## src/rtl/alu_result_stage.sv

```systemverilog
// Registered result stage behind the ALU: 2-entry ordered buffer with valid/ready
// handshake, B-operand feedback, accept counter and sticky add-overflow flag.
module alu_result_stage #(
    parameter int N = 4
) (
    input  logic           Clock,
    input  logic           Reset_b,
    input  logic           Clear,
    input  logic [2*N-1:0] ALUout,
    input  logic [1:0]     Function,
    input  logic           in_valid,
    output logic           in_ready,
    output logic [2*N-1:0] Result,
    output logic [1:0]     FuncOut,
    output logic           out_valid,
    input  logic           out_ready,
    output logic [N-1:0]   B_fb,
    output logic [7:0]     OpCount,
    output logic           Overflow
);

    typedef enum logic [1:0] {
        EMPTY = 2'd0,
        ONE   = 2'd1,
        FULL  = 2'd2
    } state_t;

    state_t         r_state;
    logic           r_wptr;
    logic           r_rptr;
    logic [2*N-1:0] r_data [2];
    logic [1:0]     r_func [2];
    logic [N-1:0]   r_bfb;
    logic [7:0]     r_opcnt;
    logic           r_ovf;

    logic           w_push;
    logic           w_pop;

    assign in_ready  = (r_state != FULL) && !Clear;
    assign out_valid = (r_state != EMPTY);
    assign w_push    = in_valid && in_ready;
    // Clear drops any pop offered in the same cycle.
    assign w_pop     = out_valid && out_ready && !Clear;

    assign Result    = r_data[r_rptr];
    assign FuncOut   = r_func[r_rptr];
    assign B_fb      = r_bfb;
    assign OpCount   = r_opcnt;
    assign Overflow  = r_ovf;

    always_ff @(posedge Clock or negedge Reset_b) begin
        if (!Reset_b) begin
            r_state   <= EMPTY;
            r_wptr    <= 1'b0;
            r_rptr    <= 1'b0;
            r_data[0] <= '0;
            r_data[1] <= '0;
            r_func[0] <= '0;
            r_func[1] <= '0;
            r_bfb     <= '0;
            r_opcnt   <= '0;
            r_ovf     <= 1'b0;
        end else if (Clear) begin
            r_state <= EMPTY;
            r_wptr  <= 1'b0;
            r_rptr  <= 1'b0;
            r_bfb   <= '0;
            r_opcnt <= '0;
            r_ovf   <= 1'b0;
        end else begin
            if (w_push) begin
                r_data[r_wptr] <= ALUout;
                r_func[r_wptr] <= Function;
                r_wptr         <= ~r_wptr;
                r_bfb          <= ALUout[N-1:0];
                r_opcnt        <= r_opcnt + 8'd1;
                if ((Function == 2'd0) && (ALUout[2*N-1:N] != '0))
                    r_ovf <= 1'b1;
            end
            if (w_pop)
                r_rptr <= ~r_rptr;

            case (r_state)
                EMPTY: if (w_push) r_state <= ONE;
                ONE: begin
                    if (w_push && !w_pop)      r_state <= FULL;
                    else if (w_pop && !w_push) r_state <= EMPTY;
                end
                FULL:  if (w_pop) r_state <= ONE;
                default: r_state <= EMPTY;
            endcase
        end
    end

endmodule

```

## config.mk

```make
export PLATFORM = sky130hd
export DESIGN_NAME = alu_result_stage
export DESIGN_NICKNAME = d
export VERILOG_FILES = /design/src/rtl/alu_result_stage.sv
export SDC_FILE = /design/constraint.sdc
export NUM_CORES = 1
export LEC_CHECK = 0
export ABC_AREA = 1
export CAP_MARGIN = 10
export CORE_ASPECT_RATIO = 1.2
export CORE_UTILIZATION = 25
export CTS_CLUSTER_DIAMETER = 50
export DETAILED_ROUTE_END_ITERATION = 7
export PLACE_DENSITY_LB_ADDON = 0.15
export SLEW_MARGIN = 20
export SYNTH_ARGS = -nofsm -noshare
export SYNTH_HDL_FRONTEND = slang
export SYNTH_SLANG_ARGS = --single-unit
export TNS_END_PERCENT = 10
```

## constraint.sdc

```tcl
create_clock -name Clock -period 3 [get_ports Clock]
set_input_delay 0.45 -clock Clock [delete_from_list [all_inputs] [get_ports Clock]]
set_output_delay 0.45 -clock Clock [all_outputs]
set_load 0.1 [all_outputs]
```

* Yosys cells after proc, flatten, opt, wreduce, memory -nomap -nowiden
Index checks and enable logic that the tools add are counted.
** Word-level totals
- Register bits :: 37
** Operators by class
- Muxes and demuxes :: 29
- Bitwise logic cells :: 5
- Eq/ne operators :: 6
- Add/subtract/negate cells :: 1
- $lt $le $gt $ge :: 3
- Reductions and logical operators :: 21
** Operators by type and width (number)
- $mux 8 :: 6
- $mux 2 :: 9
- $bwmux 16 :: 1
- $add 8x1->8 const B :: 1
- $demux 8 s1 :: 1
- $logic_and 1x1->1 :: 8
- $mux 4 :: 2
- $reduce_bool 2->1 :: 4
- $mux 1 :: 7
- $ne 3x3->1 const B :: 2
- $pmux 2 s3 :: 1
- $bwmux 4 :: 1
- $ge 2x2->1 const B :: 2
- $logic_not 2->1 :: 2
- $ne 4x4->1 const B :: 1
- $not 1->2 :: 2
- $reduce_and 2->1 :: 2
- $reduce_bool 4->1 :: 1
- $logic_not 1->1 :: 3
- $not 1->1 :: 3
- $reduce_and 3->1 :: 1
- $demux 2 s1 :: 1
- $eq 2x1->1 const B :: 1
- $eq 2x2->1 const B :: 1
- 2 further kinds :: 2

* Logic depth before layout (Yosys ltp)
- Depth after elaboration :: 9
- Gate-level depth with buffers :: 9
- Depth with buffers taken out :: 7

* Worst setup path before layout
OpenSTA, ideal clock, no wires.
- Path kind :: register to output
- Start :: reg r_rptr
- End :: out FuncOut[0]
- Arrival time :: 1.412 ns
- Cell stages (with the launch flop) :: 5
- Setup slack :: 1.138 ns
- Path buffers :: 1
- Path through :: dfrtp_1 inv_1 clkbuf_1 nand2_1 nand2_1
** On the way
- Cells in the longest elaborated chain, start to end :: 4
** RTL lines
- start, declared :: RTL line 30 : logic r_rptr;
- start signal, assigned :: RTL line 82 : r_rptr <= ~r_rptr;
- $not 1->2 (implied by the code) :: RTL line 47 : assign FuncOut = r_func[r_rptr];
- $mux 2 (implied by the code) (3 in series) :: RTL line 47
- end, declared :: RTL line 14 : output logic [1:0] FuncOut,
Every way passes these cells. The select of a mux whose other input is x is not followed.

* Final worst setup path
- Start :: reg r_rptr
- End :: out Result[0]
** On the way
- Cells in the longest elaborated chain, start to end :: 4
** RTL lines
- $not 1->2 (implied by the code) :: RTL line 46 : assign Result = r_data[r_rptr];
- $mux 8 (implied by the code) (3 in series) :: RTL line 46
- end, declared :: RTL line 13 : output logic [2*N-1:0] Result,
Every way passes these cells. The select of a mux whose other input is x is not followed.

==> impl_metrics.env <==
export IMPL_status="complete, no violations"
export IMPL_drc=0
export IMPL_layout_commonest_cell="nand2_1"
export IMPL_path_clk_slew_ps=70
export IMPL_tns_ps=0
export IMPL_drv_slew=0
export IMPL_r2r_slack_ps=1260
export IMPL_wl_per_cell_um=11.9
export IMPL_max_freq_mhz=469
export IMPL_path_common_cell="nand2_1"
export IMPL_drtIter0Drc=70
export IMPL_first_pass_iters=4
export IMPL_die_area_um2=7350
export IMPL_worstSkewPairLatency_ps=280
export IMPL_fp_dieH_um=93.7
export IMPL_synth_top_area_share=0.529
export IMPL_rsz0062_at_grt="no"
export IMPL_layout_nets=275
export IMPL_crit_path_end_kind="output port"
export IMPL_num_rows=33
export IMPL_vias=1490
export IMPL_synth_largest_area_cell="dfrtp_1"
export IMPL_dpl_hpwl_mm=2.84
export IMPL_arrival_ps=1680
export IMPL_io_buffers=39
export IMPL_syn_to_final_growth_pct=29.0
export IMPL_avgViaCountPerCell=4.29
export IMPL_die_w_um=78.4
export IMPL_irDropWorstVdd_mv=0.302
export IMPL_numCtsBuffers=5
export IMPL_min_period_ps=2130
export IMPL_crit_required_ps=2550
export IMPL_top_usage_layer="met2"
export IMPL_cts_htree_levels=2
export IMPL_fin_ws_ps=867
export IMPL_ys_seq_area_frac=0.529
export IMPL_fin_crit_sh=0.711
export IMPL_drive_gt1_frac=0.162
export IMPL_fin_skew_ps=1.89
export IMPL_ff2ff_path_depth=6
export IMPL_first_global_vias=1391
export IMPL_grt_antenna_before_repair=0
export IMPL_finalPower_w=0.00169
export IMPL_ctsHoldBuffers=0
export IMPL_min_path_type="in2async"
export IMPL_io_pins=40
export IMPL_tightestPinTransition_ps=845
export IMPL_grt_pass1_wl_mm=6.85
export IMPL_grt_max_degree=38
export IMPL_avgSynthCellArea_um2=7.96
export IMPL_r2r_start="r_state[0]$_DFFE_PN0P_"
export IMPL_pre_cts_ws_ps=554
export IMPL_maxCapViolCount=0
export IMPL_cp_top_family="buffers and inverters"
export IMPL_start_util=0.257
export IMPL_yosysWarnings=0
export IMPL_grt_use_met3=0.0272
export IMPL_critical_path_cell_chain="inv_1 > nand2_1 > nand2_1 > buf_4"
export IMPL_root_buffer="clkbuf_8"
export IMPL_synth_area_leaders="dfrtp_1 (53%), nand2_1 (18%), o21ai_0 (8.6%)"
export IMPL_netlist_instances=220
export IMPL_synthesis_area_um2=1750
export IMPL_ys_ff_latch=37
export IMPL_cts_resized=0
export IMPL_overflow=0
export IMPL_cts_setup_buffers=0
export IMPL_crit_path_max_incr_delay_ps=520
export IMPL_powerDensity_nw_per_um2=747
export IMPL_drtAntennaViolNets=0
export IMPL_setup_viol=0
export IMPL_core_um2=6810
export IMPL_hold_viol_final=0
export IMPL_slew_headroom=0.436
export IMPL_n_antenna_cell=0
export IMPL_place_congestion=0.749
export IMPL_synth_cell_types=20
export IMPL_r2r_end="r_data[9]$_DFFE_PN0P_"
export IMPL_clock_sinks=37
export IMPL_leakage_nw=1.13
export IMPL_synthesis_nets=236
export IMPL_worstSetupPathType="reg2out"
export IMPL_grtUsageMet2=0.182
export IMPL_grt_use_total=0.121
export IMPL_grt_use_met1=0.170
export IMPL_slowest_stage="dfrtp_1"
export IMPL_mostFrequentLayoutCells="nand2_1 (85), dfrtp_1 (37), o21ai_0 (30)"
export IMPL_critPathMaxFanout=12
export IMPL_cts_tree="built"
export IMPL_wl_mm=4.12
export IMPL_start_kind="flip-flop"
export IMPL_cts_buffer_depth=2
export IMPL_path_buf_inv=2
## cell families (layout without fill, tap and decap cells)
kind of cell / after synthesis / count (layout) / share of synthesized area
and+or+nand+nor: 110 / 110 / 0.263
AOI/OAI and AO/OA: 37 / 37 / 0.116
adders and majority gates: 1 / 1 / 0.00714
buffers and inverters: 35 / 75 / 0.0857
DFF: 37 / 37 / 0.529
## registers in the layout (all words and copies together), names as in the netlist
name	flops
B_fb	4
r_state	2
Overflow	1
r_data	16
r_func	4
r_rptr	1
r_wptr	1
OpCount	8
## layout make-up
| type | count | area (um2) |
|---|---|---|
| multi-input combinational | 148 | 676 |
| tap | 87 | 109 |
| clock inverter | 1 | 30.0 |
| timing repair buffer | 39 | 323 |
| inverter | 28 | 110 |
| fill | 746 | 4550 |
| clock buffer | 7 | 86.3 |
| sequential | 37 | 926 |
## synthesized netlist by cell type
master    instances
a21oi_1           2
buf_6             1
ha_1              1
nand3_4           1
o21ai_2           4
nand3_1           7
nor2_1            8
inv_4             2
buf_2             2
clkbuf_1          3
dfrtp_1          37
buf_4             1
nand4_1           6
nor3_1            2
o21ai_0          30
nor2_4            1
inv_2             1
nand2_1          85
o21bai_1          1
inv_1            25
## report_power, final
part / internal [W] / switching, W / total [W]
combinational: 0.000131 / 0.000482 / 0.000613
clock: 0.000271 / 0.000175 / 0.000447
sequential: 0.000579 / 0.0000484 / 0.000628
total: 0.000982 / 0.000705 / 0.00169
## per-stage QoR
| step | hold WS [ps] | instance area [um2] | utilization | cells |
|---|---|---|---|---|
| 2_1_floorplan | 154 | 1750 | - | 220 |
| 6_report | 269 | 2260 | 0.332 | 347 |
| 5_1_grt | 329 | 2260 | 0.332 | 347 |
| 3_5_place_dp | 473 | 2140 | 0.315 | 339 |
| 4_1_cts | 303 | 2260 | 0.332 | 347 |
| 3_3_place_gp | 467 | 2140 | 0.315 | 339 |
## routing by layer
| metal | share of wire | vias to the layer above |
|---|---|---|
| li1 | - | 766 |
| met1 | 0.49 | 666 |
| met2 | 0.44 | 52 |
| met3 | 0.054 | 6 |
| met4 | 0.014 | 0 |
| met5 | 0 | - |
## worst max path at each step
| stage | start | to | cells after the start |
|---|---|---|---|
| 2_1_floorplan | r_rptr$_DFFE_PN0P_ | FuncOut[0] | 4 |
| 3_3_place_gp | Clear | r_data[10]$_DFFE_PN0P_ | 7 |
| 3_5_place_dp | Clear | r_data[9]$_DFFE_PN0P_ | 6 |
| 4_1_cts | r_rptr$_DFFE_PN0P_ | Result[0] | 4 |
| 5_1_grt | Clear | r_data[12]$_DFFE_PN0P_ | 6 |
| 6_report | r_rptr$_DFFE_PN0P_ | Result[0] | 4 |
Note: power is estimated with default switching activity, not from simulation.
